==> config.mk <==
export PLATFORM = sky130hd
export DESIGN_NAME = seq_enc4_verilog
export DESIGN_NICKNAME = d
export VERILOG_FILES = /design/src/rtl/seq_enc4_verilog.sv
export SDC_FILE = /design/constraint.sdc
export NUM_CORES = 1
export LEC_CHECK = 0
export CAP_MARGIN = 30
export CORE_MARGIN = 5
export CORE_UTILIZATION = 42
export DETAILED_ROUTE_END_ITERATION = 6
export MAX_ROUTING_LAYER = met4
export PLACE_DENSITY_LB_ADDON = 0.05
export RECOVER_POWER = 25
export SLEW_MARGIN = 25
export SYNTH_ARGS = -nofsm -noshare
export SYNTH_HDL_FRONTEND = slang
export SYNTH_SLANG_ARGS = --single-unit
==> constraint.sdc <==
create_clock -name CLK -period 2.4 [get_ports CLK]
set_input_delay 0.48 -clock CLK [delete_from_list [all_inputs] [get_ports CLK]]
set_output_delay 0.48 -clock CLK [all_outputs]
set_load 0.005 [all_outputs]
==> src/rtl/seq_enc4_verilog.sv <==
// seq_enc4_verilog: synchronizes four push switches, captures a 2-bit code on a rising edge and holds POUT for HOLD_LEN cycles
// Ports: CLK clock, R sync active-high reset, PSW0..PSW3 async switches (PSW0 highest priority),
//   RDY_IN downstream ready, {Q1,Q0} captured code, POUT_ONE capture strobe, POUT hold window,
//   RDY high in IDLE, ERR sequence-error strobe (only when SEQ_ENC4_SEQCHK_EN is defined).
// Optional feature macro: SEQ_ENC4_SEQCHK_EN adds the ERR port and expected-code sequence checking.
module seq_enc4_verilog #(
  parameter logic [23:0] HOLD_LEN = 24'd12000000
) (
  input  logic CLK,
  input  logic R,
  input  logic PSW0,
  input  logic PSW1,
  input  logic PSW2,
  input  logic PSW3,
  input  logic RDY_IN,
  output logic Q0,
  output logic Q1,
  output logic POUT_ONE,
  output logic POUT,
  output logic RDY
`ifdef SEQ_ENC4_SEQCHK_EN
  ,
  output logic ERR
`endif
);
  // Timer counts down to zero, so the load value is one less than the window; 0 behaves like 1.
  localparam logic [23:0] LOAD = (HOLD_LEN == 24'd0) ? 24'd0 : HOLD_LEN - 24'd1;
  typedef enum logic [1:0] {IDLE, HOLD, WAIT_REL} state_t;
  state_t state, state_n;
  logic [3:0] psw, s1, s2, s3, rise;
  logic [23:0] timer, timer_n;
  logic [1:0] q, q_n, code;
  logic pout, pout_n, pout_one, cap;
  assign psw = {PSW3, PSW2, PSW1, PSW0};
  assign rise = s2 & ~s3;
  assign code = rise[0] ? 2'd0 : rise[1] ? 2'd1 : rise[2] ? 2'd2 : 2'd3;
  assign cap = (state == IDLE) && RDY_IN && (|rise);
  assign {Q1, Q0} = q;
  assign POUT_ONE = pout_one;
  assign POUT = pout;
  assign RDY = state == IDLE;
  always_comb begin
    state_n = state;
    timer_n = timer;
    q_n = q;
    pout_n = pout;
    if (cap) begin
      state_n = HOLD;
      timer_n = LOAD;
      q_n = code;
      pout_n = 1'b1;
    end else if (state == HOLD) begin
      state_n = (timer == 24'd0) ? ((|s2) ? WAIT_REL : IDLE) : HOLD;
      pout_n = timer != 24'd0;
      timer_n = (timer == 24'd0) ? timer : timer - 24'd1;
    end else if (state == WAIT_REL) begin
      state_n = (|s2) ? WAIT_REL : IDLE;
    end
  end
  always_ff @(posedge CLK) begin
    if (R) begin
      state <= IDLE;
      timer <= '0;
      q <= '0;
      pout <= 1'b0;
      pout_one <= 1'b0;
      s1 <= '0;
      s2 <= '0;
      s3 <= '0;
    end else begin
      state <= state_n;
      timer <= timer_n;
      q <= q_n;
      pout <= pout_n;
      pout_one <= cap;
      s1 <= psw;
      s2 <= s1;
      s3 <= s2;
    end
  end
`ifdef SEQ_ENC4_SEQCHK_EN
  logic [1:0] exp_code;
  logic err;
  assign ERR = err;
  always_ff @(posedge CLK) begin
    if (R) begin
      exp_code <= '0;
      err <= 1'b0;
    end else begin
      exp_code <= cap ? code + 2'd1 : exp_code;
      err <= cap && (code != exp_code);
    end
  end
`endif
endmodule

# Yosys cells after proc, flatten, opt, wreduce, memory -nomap -nowiden
# Cells that the tools add are included.
dict set report totals {
  register_bits 42
  inputBits 7
  output_inout_bits 5
  wordCells 43
}
dict set report op_classes {
  addsub 1
  eq_ne 3
  n_mux 13
  bitwise 3
  reduce_logical 13
}
# op n
set op_table {}
lappend op_table {{two-way mux 24 bit} 3}
lappend op_table {{zero test 24 bit} 1}
lappend op_table {{nonzero test 24 bit} 1}
lappend op_table {{subtractor 24 x 1 -> 24 bit (second input constant)} 1}
lappend op_table {{two-way mux 2 bit} 6}
lappend op_table {{OR reduction 4 bit} 2}
lappend op_table {{bitwise AND 4 bit} 1}
lappend op_table {{two-way mux 1 bit} 4}
lappend op_table {{inverter 4 bit} 1}
lappend op_table {{AND reduction 2 bit} 2}
lappend op_table {{nonzero test 2 bit} 2}
lappend op_table {{nonzero test 3 bit} 1}
lappend op_table {{equality test 2 x 1 -> 1 bit (second input constant)} 1}
lappend op_table {{equality test 2 bit (second input constant)} 1}
lappend op_table {{logical AND 1 bit} 2}
lappend op_table {{zero test 2 bit} 1}
lappend op_table {{!= test 2 bit (second input constant)} 1}
lappend op_table {{OR reduction 2 bit} 1}
lappend op_table {{inverter 1 bit} 1}

# Depth between registers and ports, before layout
dict set report depth {
  ltp_word 6
  depth_mapped 8
  mapped_depth_nobuf 7
}

# Least setup slack after synthesis
# No wires, ideal clock.
dict set report synth_path {
  kind {reg2reg}
  startpoint {register state[1]}
  endpoint {register timer[23]}
  setup_time_ns 0.074
  arrival_ns 1.936
  required_ns 2.326
  setup_slack_ns 0.390
  path_stages_with_launch 8
  path_buffers 0
  synth_period_minus_slack_ns 2.010
  path_cell_list {dfxtp_1 > inv_1 > ha_1 > or3b_2 > nor3_1 > nand4b_2 > or4_1 > a31oi_1}
}
dict set report synth_via {
  elab_chain_cells 5
  word_cells_on_any_way 8
  classes_between {eq/ne (2); mux (1); reduce/logical (5)}
}
# item line_no
set synth_rtl {}
lappend synth_rtl {{start: declaration} 29} ;# state_t state, state_n;
lappend synth_rtl {{start signal: assignment} 71} ;# state <= state_n;
lappend synth_rtl {{zero test 2 bit} 37} ;# assign cap = (state == IDLE) && RDY_IN && (|rise);
lappend synth_rtl {{logical AND 1 bit (2 in series)} 37}
lappend synth_rtl {{!= test 2 bit (no line) / nonzero test 2 bit (equally long branches)} -}
lappend synth_rtl {{AND reduction 2 bit (no line)} -}
lappend synth_rtl {{end signal: assignment} 72} ;# timer <= timer_n;
lappend synth_rtl {{end: declaration} 31} ;# logic [23:0] timer, timer_n;
# Several ways; a longest one is shown, not always the timed one.
# A chain may end at the register's enable or synchronous reset.

# Worst setup path after layout
# Same ends and word-level chain as after synthesis.

==> results.cfg <==
[synthesis]
synth.area.mux_share = 0.00603
seq_area_frac_synth = 0.450
ys_types = 36
synth-compound-area-share = 0.112
synthAdderAreaFrac = 0.0335
ys_warn_count = 0
netlist_instances = 205
yosys.area_share.simple = 0.276
synth.avg_cell_area_um2 = 9.11
synth_top_family_by_area = simple AND/OR/NAND/NOR gates
ys_ff_latch = 42
synthesis.nets = 217
synthXorXnorAreaFrac = 0.0938
netlist_area_um2 = 1870

[place]
hpwl_mm = 2.78
io_buffers = 11
gp_congestion = 0.911

[power_and_ir_drop]
ir_worst_vdd_uv = 444
power_density_nw_per_um2 = 1150
p_seq_frac = 0.379
p_int_w = 0.00158
p_sw_frac = 0.368
clock_power_share = 0.218
p_sw_w = 0.000920
pwr-share-comb = 0.403
total_leakage_power_nw = 0.812

[status]
run_status = finished, final reports clean

[clocking]
cts_buffer_depth = 2
cts-root-buf = clkbuf_8
clk_latency_ns = 0.29
hold_buffers = 0
cts_resized = 0
cts_buffers = 5
post_cts_buffers = 0
cts_tree = built
clk_pin_slew_ns = 0.08
cts.sinks = 42
h-tree-depth = 2

[route]
first_iter_violations = 103
route.detailed.wl_per_inst_um = 14.3
drc = 0
wl_mm = 3.95
ant_nets = 0
vias = 1501
first_pass_iters = 4
via_per_inst = 5.44

[sta]
rsz0062_at_grt = no
finalHoldViolations = 0
worst_slew_pin_slew_ns = 1.43
setup_viol = 0
layout_min_cycle_time_ns = 2.22
hold-worst-slack_ns = 0.448
min_period_over_period = 0.924
drv_slew = 0
tns_ns = 0
fmax_mhz = 451
relSlewSlack = 0.0494
finalClockSkew_ns = 0.00832

[setup_path]
crit_fanout = 7
ff2ff_path_depth = 7
critPathCaptureType = register
r2r_slack_ns = 0.18
path_class = reg -> reg
cp.arrival_ns = 2.42
cp.required_ns = 2.60
r2r_end = timer[23]
critPathLaunchType = register
cp-startpoint = state[1]
r2r-start = state[1]

[floorplanning]
die_y_um = 76.7
start_util = 0.432
pin_count = 12
fp.dieArea_um2 = 5880
dieWidth_um = 76.7
fp-row-count = 24
design.core.area_um2 = 4320

[global_routing]
grt-busiest-layer = met2
antenna_found_initial = 0
grt_pass1_wl_mm = 6.81
track_usage = 0.145
grt_pass1_vias = 1481
gr-total-overflow = 0
grt_util_met3 = 0.0375
met1_usage = 0.174
use_met2 = 0.229
grt_max_degree = 35

[min_path]
min_path_type = reg -> reg
hold_path_end = s2[1]
holdPathStages = 1
holdCritStartpoint = s1[1]

[finish]
num-fill-cells = 427
mostFrequentLayoutCell = dfxtp_1
layout-drive-gt1-share = 0.0938
final_cell_mix = 42 x dfxtp_1, 20 x a21oi_1, 15 x xor2_1
syn_to_final_growth_pct = 16.8
nNetsFinal = 235
diodes = 0

[flow_run]
max_cap_viol_count = 0
==> cell type report <==
class | count | area, um2 | area share
multi-input cells | 149 | 973 | 0.446
flip-flops and latches | 42 | 841 | 0.385
repair buffers | 20 | 174 | 0.0797
clock buffers | 6 | 72.6 | 0.0333
well taps | 52 | 65.1 | 0.0298
clock inverters | 2 | 37.5 | 0.0172
inverters | 5 | 18.8 | 0.00860
==> cells by family after synthesis <==
| family | after synthesis |
|---|---|
| muxes | 1 |
| DFF | 42 |
| xor gates and xnor gates | 20 |
| adders and majority gates | 5 |
| AOI/OAI and AO/OA | 37 |
| buffers and inverters | 14 |
| and+or+nand+nor | 86 |
==> stage by stage <==
stage          setup WS (ns)  cell area (um2)  power (W)  instances  utilization
6_report               0.182             2180    0.00250        276        0.505
5_1_grt               0.0463             2180    0.00269        276        0.505
4_1_cts                0.187             2190    0.00252        276        0.505
3_5_place_dp           0.190             2080    0.00196        268        0.480
3_3_place_gp           0.276             2080    0.00194        268        0.480
2_1_floorplan          0.390             1870    0.00165        205            -
==> registers in the layout, summed over array words and instances (netlist names) <==
register  flops
timer        24
s1            4
s2            4
s3            4
q             2
state         2
POUT          1
POUT_ONE      1
==> cell usage after synthesis <==
cell type,n,area share
nand3_1,7,0.019
nor3_1,4,0.011
o31ai_1,1,0.0040
and3_1,2,0.0067
xor2_1,15,0.070
and2_1,1,0.0034
nor2_2,1,0.0034
nand4b_2,1,0.0080
buf_2,1,0.0027
or3_1,2,0.0067
o211ai_1,1,0.0040
nand2b_1,6,0.020
mux2_2,1,0.0060
nand2_1,7,0.014
nor3b_1,2,0.0080
ha_1,5,0.033
or3b_2,1,0.0047
nor2b_1,13,0.044
nor4_1,7,0.023
dfxtp_1,42,0.45
or4_4,1,0.0060
a41o_1,1,0.0054
inv_1,5,0.010
xnor2_1,5,0.023
nor3b_4,1,0.010
clkbuf_1,8,0.016
o21ai_1,1,0.0027
nand3b_1,1,0.0040
o21ai_0,4,0.011
nor4b_1,1,0.0047
nor2_1,14,0.028
nand4_1,7,0.023
o2111ai_1,1,0.0047
a21oi_1,20,0.054
a31oi_1,8,0.027
or4_1,7,0.028
==> worst max-delay path by stage <==
| stage | to | slack (ns) | cells past startpoint |
|---|---|---|---|
| global route | timer[23] | 0.05 | 7 |
| finish | timer[23] | 0.18 | 7 |
| floorplan | timer[23] | 0.39 | 7 |
| detailed placement | timer[23] | 0.19 | 7 |
| global placement | timer[23] | 0.28 | 7 |
| CTS | timer[23] | 0.19 | 7 |
==> power by group through the flow <==
stage	clock network (W)	registers (W)	logic [W]
after floorplan	0	0.000931	0.000720
after global placement	0	0.000951	0.000987
after detailed placement	0	0.000960	0.00100
after CTS	0.000558	0.000947	0.00101
after global routing	0.000592	0.000965	0.00113
final	0.000546	0.000948	0.00101
==> metal layers <==
| metal | vias to the layer above | share of wire |
|---|---|---|
| met5 | - | 0 |
| met4 | 0 | 0.0096 |
| li1 | 766 | - |
| met1 | 709 | 0.48 |
| met2 | 21 | 0.48 |
| met3 | 5 | 0.029 |
==> worst max-delay path, stage by stage (launching register included) <==
cell and delay, ns:
dfxtp_1 0.33, inv_1 0.07, ha_1 0.26, or3b_2 0.54
nor3_1 0.20, nand4b_2 0.17, or4_1 0.42, a31oi_1 0.16
Power figures use the tool's default switching activity.
